[src/rtl/uart_tx.sv]
// UART transmitter: serialises one word per frame (start, LSB-first data,
// optional parity, 1-2 stop bits) paced by a one-clk bit-rate tick.
module uart_tx #(
  parameter int DATA_BITS  = 8,
  parameter int PARITY_EN  = 0,
  parameter int PARITY_ODD = 0,
  parameter int STOP_BITS  = 1
) (
  input  logic                 clk,
  input  logic                 rst,
  input  logic                 tick,
  input  logic [DATA_BITS-1:0] tx_data,
  input  logic                 tx_valid,
  output logic                 tx_ready,
  output logic                 tx,
  output logic                 tx_busy,
  output logic                 tx_done
);

  typedef enum logic [2:0] {
    S_IDLE,
    S_SYNC,
    S_START,
    S_DATA,
    S_PARITY,
    S_STOP
  } state_e;

  localparam logic [2:0] LAST_BIT  = 3'(DATA_BITS - 1);
  localparam logic       LAST_STOP = 1'(STOP_BITS - 1);

  state_e               state_q, state_d;
  logic [DATA_BITS-1:0] shift_q, shift_d;
  logic                 parity_q, parity_d;
  logic [2:0]           bit_cnt_q, bit_cnt_d;
  logic                 stop_cnt_q, stop_cnt_d;
  logic                 tx_q, tx_d;
  logic                 done_q, done_d;

  always_comb begin
    // NOTE: every variable gets a default first so no path leaves it unassigned and infers a latch.
    state_d    = state_q;
    shift_d    = shift_q;
    parity_d   = parity_q;
    bit_cnt_d  = bit_cnt_q;
    stop_cnt_d = stop_cnt_q;
    tx_d       = tx_q;
    done_d     = 1'b0;

    unique case (state_q)
      S_IDLE: begin
        if (tx_valid) begin
          shift_d  = tx_data;
          parity_d = (^tx_data) ^ 1'(PARITY_ODD);
          state_d  = S_SYNC;
        end
      end
      // Waiting here puts the start bit on the tick grid, so it lasts a full period.
      S_SYNC: begin
        if (tick) begin
          tx_d    = 1'b0;
          state_d = S_START;
        end
      end
      S_START: begin
        if (tick) begin
          tx_d      = shift_q[0];
          shift_d   = shift_q >> 1;
          bit_cnt_d = 3'd0;
          state_d   = S_DATA;
        end
      end
      S_DATA: begin
        if (tick) begin
          if (bit_cnt_q == LAST_BIT) begin
            if (PARITY_EN != 0) begin
              tx_d    = parity_q;
              state_d = S_PARITY;
            end else begin
              tx_d       = 1'b1;
              stop_cnt_d = 1'b0;
              state_d    = S_STOP;
            end
          end else begin
            tx_d      = shift_q[0];
            shift_d   = shift_q >> 1;
            bit_cnt_d = bit_cnt_q + 3'd1;
          end
        end
      end
      S_PARITY: begin
        if (tick) begin
          tx_d       = 1'b1;
          stop_cnt_d = 1'b0;
          state_d    = S_STOP;
        end
      end
      S_STOP: begin
        if (tick) begin
          if (stop_cnt_q == LAST_STOP) begin
            done_d  = 1'b1;
            state_d = S_IDLE;
          end else begin
            stop_cnt_d = stop_cnt_q + 1'b1;
          end
        end
      end
      default: state_d = S_IDLE;
    endcase
  end

  always_ff @(posedge clk) begin
    // NOTE: non-blocking assignments so every flop samples the pre-edge value of the others.
    if (rst) begin
      state_q    <= S_IDLE;
      shift_q    <= '0;
      parity_q   <= 1'b0;
      bit_cnt_q  <= 3'd0;
      stop_cnt_q <= 1'b0;
      tx_q       <= 1'b1;
      done_q     <= 1'b0;
    end else begin
      state_q    <= state_d;
      shift_q    <= shift_d;
      parity_q   <= parity_d;
      bit_cnt_q  <= bit_cnt_d;
      stop_cnt_q <= stop_cnt_d;
      tx_q       <= tx_d;
      done_q     <= done_d;
    end
  end

  assign tx       = tx_q;
  assign tx_done  = done_q;
  assign tx_ready = (state_q == S_IDLE);
  assign tx_busy  = (state_q != S_IDLE);

endmodule

[config.mk]
export PLATFORM = sky130hd
export DESIGN_NAME = uart_tx
export DESIGN_NICKNAME = d
export VERILOG_FILES = /design/src/rtl/uart_tx.sv
export SDC_FILE = /design/constraint.sdc
export NUM_CORES = 1
export LEC_CHECK = 0
export ABC_CLOCK_PERIOD_IN_PS = 1500
export BUFFER_PORTS_ARGS = -buffer_cell sky130_fd_sc_hd__buf_2
export CAP_MARGIN = 20
export CORE_UTILIZATION = 47
export DETAILED_ROUTE_END_ITERATION = 16
export GPL_ROUTABILITY_DRIVEN = 0
export PLACE_DENSITY = 0.68
export SKIP_CTS_REPAIR_TIMING = 1
export SLEW_MARGIN = 30
export SYNTH_ARGS = -nofsm -noshare
export SYNTH_HDL_FRONTEND = slang
export SYNTH_SLANG_ARGS = --single-unit
[constraint.sdc]
create_clock -name clk -period 1.5 [get_ports clk]
set_input_delay 0 -clock clk [delete_from_list [all_inputs] [get_ports clk]]
set_output_delay 0 -clock clk [all_outputs]
set_load 0.03 [all_outputs]
## Word-level counts from Yosys, hierarchy flattened

Cells that the tools add are included.

| cells by class | value |
|---|---|
| equal/unequal tests | 15 |
| muxes and demuxes | 30 |
| reduce and logical (&&, ||, !) cells | 12 |
| bitwise operators | 2 |
| add/sub/neg operators | 2 |

Operators with widths:

| kind | count |
|---|---|
| $mux 3 | 11 |
| $mux 8 | 4 |
| $pmux 8 s3 | 1 |
| $ne 2x2->1 const B | 9 |
| $pmux 3 s6 | 1 |
| $reduce_and 5->1 | 3 |
| $mux 1 | 10 |
| $eq 3x3->1 const B | 3 |
| $reduce_bool 3->1 | 3 |
| $reduce_and 8->1 | 1 |
| $eq 3x2->1 const B | 2 |
| $pmux 3 s2 | 1 |
| $pmux 1 s4 | 1 |
| $reduce_and 4->1 | 1 |
| $reduce_bool 4->1 | 1 |
| $add 3x1->3 const B | 1 |
| $eq 3x1->1 const B | 1 |
| $logic_not 3->1 | 1 |
| $pmux 1 s3 | 1 |
| $reduce_or 3->1 | 1 |
| $not 1->1 | 2 |
| $reduce_bool 2->1 | 1 |
| $add 1x1->1 const B | 1 |

| storage, ports and cells | value |
|---|---|
| logic and storage cells | 67 |
| register bits | 17 |
| bits of input ports | 12 |
| output and inout bits | 4 |

## Logic depth before layout (Yosys ltp)

Gate-level depths: netlist of run 1.

| logic depth | value |
|---|---|
| depth after elaboration | 4 |
| depth in mapped cells | 7 |
| mapped depth without buffers | 6 |

## Worst setup path before layout of run 1

No wires, ideal clock.

| timing path | value |
|---|---|
| path kind | flip-flop to output port |
| start point | register state_q[0] |
| end point | output port tx_busy |
| data required time | 1.500 ns |
| path slack | -0.113 ns |
| cell stages (with the launch flop) | 4 |
| path buffers | 1 |
| arrival | 1.613 ns |
| cell sequence | dfxtp_1 -> buf_2 -> nor3_1 -> inv_1 |

| on the way | value |
|---|---|
| cells in the longest elaborated chain, start to end | 1 |

Ends and longest elaborated chain:

| element | line | source |
|---|---|---|
| from (decl) | 32 | `state_e state_q, state_d;` |
| from (signal assigned) | 123 | `state_q <= state_d;` |
| $reduce_bool 3->1 | 136 | `assign tx_busy = (state_q != S_IDLE);` |
| to (decl) | 16 | `output logic tx_busy,` |

No other way between the ends.

## Final worst setup path of run 1

| timing path | value |
|---|---|
| start point | register bit_cnt_q[0] |
| end point | register shift_q[6] |

| on the way | value |
|---|---|
| cells in the longest elaborated chain, start to end | 3 |

Ends and longest elaborated chain:

| element | line | source |
|---|---|---|
| from (decl) | 35 | `logic [2:0] bit_cnt_q, bit_cnt_d;` |
| from (signal assigned) | 126 | `bit_cnt_q <= bit_cnt_d;` |
| $eq 3x3->1 | 75 | `if (bit_cnt_q == LAST_BIT) begin` |
| $ne 2x2->1 (no line) | - |  |
| $reduce_and 5->1 (no line) | - |  |
| to (signal assigned) | 124 | `shift_q <= shift_d;` |
| to (decl) | 33 | `logic [DATA_BITS-1:0] shift_q, shift_d;` |

No other way between the ends.
A chain may end at the register's enable or synchronous reset.

==> results of run 1 <==
[cell type report]
cell class,instances,share of cell area (%)
timing repair buffer,27,16.5
sequential,16,29.7
tap,25,2.88
inverter,3,1.04
multi-input combinational,63,47.9
clock buffer,3,2.07
[cell families (layout without fill, tap and decap cells)]
kind of cell / count (synthesis) / after routing
compound gates: 31 / 32
mux: 7 / 7
flops: 16 / 16
buf+inv: 11 / 33
simple gates: 22 / 22
fa+ha+maj: 2 / 2
[critical path, delay by kind of cell, from the launching register on]
family          cells  cell delay [ns]
buf+inv             1             0.13
fa+ha+maj           2             0.28
flops               1             0.36
simple gates        1             0.06
compound gates      2             0.58
[layer usage]
layer / global-route usage [%] / vias up
li1: - / 391
met2: 30.3 / 14
met1: 25.3 / 363
met4: 10.9 / 0
met3: 2.45 / 5
met5: 0 / -
[placed cells by master (no fill, tap or decap), drive strengths merged]
cell,count
a2111oi,1
a21oi,17
a311oi,7
a32o,2
a41o,1
and3,1
buf,26
clkbuf,3
dfxtp,16
dlygate4sd3,1
ha,2
inv,3
mux2i,7
nand2,7
nand3,2
nand3b,2
nand4,3
nand4b,1
nor2,2
nor2b,1
nor3,1
nor4,1
o21a,1
o21ai,2
o221ai,1
or3,1
[cell usage after synthesis (2+ instances only)]
cell type,instances
mux2i_1,7
ha_1,2
nand3_1,2
nand3b_1,2
o21ai_1,2
a21oi_2,2
nand2_1,7
a21oi_1,15
nand4_1,3
buf_2,5
a311oi_2,7
buf_6,2
dfxtp_1,16
inv_1,2
[how the worst max path moves through the flow]
stage	startpoint	endpoint	slack (ns)	cells after the start
global route	bit_cnt_q[0]	shift_q[6]	-0.1	6
finish	bit_cnt_q[0]	shift_q[6]	-0.006	6
floorplan	bit_cnt_q[0]	shift_q[0]	0.001	7
detailed placement	bit_cnt_q[0]	shift_q[5]	-0.11	6
global placement	bit_cnt_q[1]	shift_q[3]	-0.06	6
CTS	bit_cnt_q[0]	shift_q[5]	-0.13	6
[report_power, final]
group / total (W) / switching [W] / internal, W
clock: 0.000225 / 0.000131 / 0.0000934
combinational: 0.000283 / 0.000149 / 0.000134
sequential: 0.000486 / 0.0000266 / 0.000459
[flip-flops by register name, summed over array words and instances, names as in the netlist]
register / cells
shift_q: 8
tx: 1
state_q: 3
bit_cnt_q: 3
tx_done: 1
[metrics by stage]
step / hold WS [ns] / total power, W / instance area, um2 / setup slack [ns]
floorplan: 0.0679 / 0.000678 / 861 / 0.00117
global placement: 0.272 / 0.000744 / 983 / -0.0557
detailed placement: 0.284 / 0.000751 / 983 / -0.106
CTS: -0.0121 / 0.000969 / 1010 / -0.135
global route: 0.0340 / 0.00105 / 1090 / -0.0992
finish: 0.0231 / 0.000994 / 1090 / -0.00561
==> impl_metrics.ini, run 1 <==
[run_status]
status = finished, violations left
violations = setup timing

[cells_and_area]
multi_input_area_um2 = 520
regArea_um2 = 323
area_delta_synth_final_pct = 27.8
post-route-util_pct = 63.7
fin_cells = 137
final_nets = 128
fillers = 145
post_route_cells_drive_above_1_share_pct = 43.8
insertedDiodeCount = 0

[drt]
wl_um = 1880
met1_length_um = 881
initialDrtViolationCount = 21
wl_met2_um = 917
wire_per_inst_um = 13.8
viasPerCell = 5.64
met3_length_um = 46
postRouteAntennaNets = 0
dr.pass1.iters = 4
routed.top_layer = met4
drc = 0
via_count = 773

[global_route]
grt.overflow.total = 0
grt_max_degree = 18
grt_antenna_before_repair = 0
grt_pass1_vias = 663
grt_pass1_wl_um = 2820
grt_util_all_layers_pct = 19.2

[worst_setup_path]
cp.arrival_ns = 1.71
path_cells = ha_4 -> ha_4 -> nand2_4 -> a32o_2 -> buf_6 -> a311oi_2
slowest_delay_ns = 0.36
crit_path_end_kind = flop
ff2ff_path_depth = 6
start_kind = flop
critPathRequiredTime_ns = 1.70
cp_slowest_cell = dfxtp_2
worstSetupPathType = flop to flop
r2r-start = bit_cnt_q[0]
rrSetupSlack_ns = -0.006
critPathMaxFanout = 7
crit_top_cell = ha_4
reg2reg_to = shift_q[6]

[floorplan]
rows = 15
num_io_pins = 16
design.die.area_mm2 = 0.00198
fp.dieH_um = 44.5
core_area_mm2 = 0.00171
floorplan.initialDensity_pct = 49.8
die_w_um = 44.5

[yosys]
syn_nets = 103
syn_inst = 89
yosysTopAreaCell = dfxtp_1
synth-compound-area-share_pct = 29.9
avgSynthCellArea_um2 = 9.56
ys.warnings.count = 0
synth_top_family_by_area = compound AO/OA/AOI/OAI gates
yosys.area.top_type_share_pct = 37.6
synth-seq-cells = 16
synth-seq-area-share_pct = 37.6
yosys.area_share.adder_pct = 2.94
yosys_most_used_dff = dfxtp_1
ys_types = 29
netlist_area_um2 = 851
synth_xor_area_share_pct = 0
synth.area.top_cells = dfxtp_1 (38%), a311oi_2 (12%), a21oi_1 (8.8%)
synth_mux_area_share_pct = 8.24
synthSimpleGateAreaFrac_pct = 14.0
async_flop_share_pct = 0
synth_edf_count = 0

[hold_path]
holdCritPathClass = input pin to flop
hold_depth = 2
min_to = shift_q[7]
min_from = tx_valid

[timing]
rsz0062_at_grt = yes
finalCriticalPeriod_ns = 1.51
fmax_ghz = 0.664
setup_violations = 1
worstMarginPinSlew_ns = 0.339
finalCritPeriodShare_pct = 100
relSlewSlack_pct = 76.8
hold_viol = 0
tns_ns = -0.00561
slew_violations = 0
clock_skew_ns = 0.000789
setup_slack_ns = -0.00561

[power_and_ir_drop]
irDropWorstVdd_v = 0.000638
p_leak_nw = 0.429
cellPowerDensity_mw_per_mm2 = 914

[run]
drv_cap = 0

[placed_design]
dp_hpwl_um = 1230
dp.cells = 130
port_buffers = 15

[clock_network]
cts.sink_count = 16
clk_pin_slew_ns = 0.09
cts-buffers-inserted = 3
clock_latency_ns = 0.28
cts.path.max_buffers = 2
cts_tree = done
cts_root_buf = clkbuf_4
htree_levels = 1
No activity file was read; power rests on OpenSTA's default activity.
==> inputs of run 2 (changes only) <==
--- a/config.mk
+++ b/config.mk
@@ -5,13 +5,13 @@
 export SDC_FILE = /design/constraint.sdc
 export NUM_CORES = 1
 export LEC_CHECK = 0
-export ABC_CLOCK_PERIOD_IN_PS = 1500
+export ABC_CLOCK_PERIOD_IN_PS = 1800
 export BUFFER_PORTS_ARGS = -buffer_cell sky130_fd_sc_hd__buf_2
 export CAP_MARGIN = 20
-export CORE_UTILIZATION = 47
+export CORE_UTILIZATION = 55
 export DETAILED_ROUTE_END_ITERATION = 16
 export GPL_ROUTABILITY_DRIVEN = 0
-export PLACE_DENSITY = 0.68
+export PLACE_DENSITY = 0.75
 export SKIP_CTS_REPAIR_TIMING = 1
 export SLEW_MARGIN = 30
 export SYNTH_ARGS = -nofsm -noshare
==> constraint.sdc (replaced) <==
create_clock -name clk -period 1.8 [get_ports clk]
set_input_delay 0 -clock clk [delete_from_list [all_inputs] [get_ports clk]]
set_output_delay 0 -clock clk [all_outputs]
set_load 0.03 [all_outputs]
==> impl_metrics.ini, run 2 (same netlist as run 1, synthesis figures left out) <==
[run_status]
status = finished, final reports clean

[timing]
hold_viol = 0
finalCritPeriodShare_pct = 94.4
worstMarginPinSlew_ns = 0.344
fmax_ghz = 0.589
finalCriticalPeriod_ns = 1.70
tns_ns = 0
clock_skew_ns = 0.00578
rsz0062_at_grt = no
setup_violations = 0
slew_violations = 0
relSlewSlack_pct = 77.0

[worst_setup_path]
worstSetupPathType = flop to flop
path_depth = 6
path_buf_inv = 1
reg2reg_to = shift_q[5]
cp.arrival_ns = 1.90
endpoint = shift_q[5]
ff2ff_path_depth = 6
slowest_delay_ns = 0.36
path_cells = ha_1 -> ha_2 -> nand2_1 -> a32o_2 -> buf_4 -> a311oi_2
start_kind = flop
rrSetupSlack_ns = 0.10
crit_path_end_kind = flop
r2r-start = bit_cnt_q[0]
cp_slowest_cell = dfxtp_1
critPathMaxFanout = 6
critPathRequiredTime_ns = 2.00
cpLargestDelayFamily = compound AO/OA/AOI/OAI gates
crit_start = bit_cnt_q[0]

[cells_and_area]
final_common_cell = dfxtp_1
stdcell_area_um2 = 962
fillers = 113
insertedDiodeCount = 0
final_nets = 120
reg.largest.list = shift_q x8, bit_cnt_q x3, state_q x3
post_route_cells_drive_above_1_share_pct = 33.7
fin_cells = 119
largest_reg_flops = 8
most-common-layout-cells = dfxtp_1 (16), a21oi_1 (15), buf_2 (15)
largest-register = shift_q
area_delta_synth_final_pct = 13.1

[floorplan]
rows = 13
floorplan.initialDensity_pct = 62.3
fp.dieH_um = 41.3
die_w_um = 41.3
design.die.area_mm2 = 0.00171
core_area_mm2 = 0.00137
num_io_pins = 16

[global_route]
grt_pass1_wl_um = 2420
grt_use_met3_pct = 4.79
grtUsageMet1_pct = 28.4
grt_antenna_before_repair = 0
busiest_layer = met2
grt.overflow.total = 0
use_met2_pct = 34.4
grt_pass1_vias = 573
grt_util_all_layers_pct = 22.6
grt_max_degree = 18

[clock_network]
cts.path.max_buffers = 2
cts_root_buf = clkbuf_4
clk_pin_slew_ns = 0.09
cts-buffers-inserted = 3
htree_levels = 1
cts_tree = done
cts.sink_count = 16
clock_latency_ns = 0.29

[placed_design]
dp_hpwl_um = 1180
dp.cells = 114
post_dp_cell_area_um2 = 916
port_buffers = 15

[power_and_ir_drop]
p_leak_nw = 0.372
cellPowerDensity_mw_per_mm2 = 825
irDropWorstVdd_v = 0.000723

[drt]
via_count = 776
wire_per_inst_um = 14.8
initialDrtViolationCount = 30
drc = 0
viasPerCell = 6.52
wl_um = 1760
dr.pass1.iters = 4
postRouteAntennaNets = 0

[run]
drv_cap = 0

[hold_path]
holdCritPathClass = input pin to flop
==> run 2: changes by cell type in the layout (fill, tap and decap cells not counted), sizes merged <==
cell	change
buf	-8
==> run 2: report_power, final <==
part / internal, W / switching, W
Sequential: 0.000383 / 0.0000231
Combinational: 0.0000866 / 0.000114
Clock: 0.0000778 / 0.000109
Total: 0.000547 / 0.000246
==> run 2: per-layer routing <==
layer  wire, um  share of wire, %
met5          0                 0
met4         45               2.6
met3         54               3.1
met2        852                48
met1        804                46
==> run 2: worst min path at each step <==
| stage | slack [ns] | end | depth (start not counted) | startpoint |
|---|---|---|---|---|
| after floorplan | 0.07 | shift_q[1] | 1 | rst |
| after global placement | 0.26 | shift_q[7] | 2 | tx_data[7] |
| after detailed placement | 0.26 | shift_q[7] | 2 | tx_data[7] |
| after CTS | -0.03 | shift_q[7] | 2 | tx_data[7] |
| after global routing | 0.009 | shift_q[7] | 2 | tx_valid |
| final | 0.006 | shift_q[7] | 2 | tx_valid |
==> run 2: cell type report <==
cell class | instances | area (um2) | share of cell area, %
well taps | 15 | 18.8 | 1.95
flip-flops and latches | 16 | 320 | 33.3
multi-input cells | 63 | 482 | 50.1
repair buffers | 19 | 108 | 11.2
clock buffers | 3 | 22.5 | 2.34
inverters | 3 | 11.3 | 1.17
==> run 2: worst register-to-register path: stages (launching register included) <==
cell	delay [ns]
dfxtp_1	0.36
ha_1	0.15
ha_2	0.22
nand2_1	0.11
a32o_2	0.36
buf_4	0.18
a311oi_2	0.24
==> run 2: per-stage QoR <==
stage                     util, %  hold WS (ns)  worst slack [ns]  total power [W]
after global placement       67.0         0.259             0.136         0.000599
after global routing         70.4       0.00881            0.0180         0.000829
after CTS                    68.7       -0.0343            0.0221         0.000790
after floorplan                 -        0.0679             0.187         0.000563
final                        70.4       0.00647             0.102         0.000794
after detailed placement     67.0         0.256            0.0576         0.000606
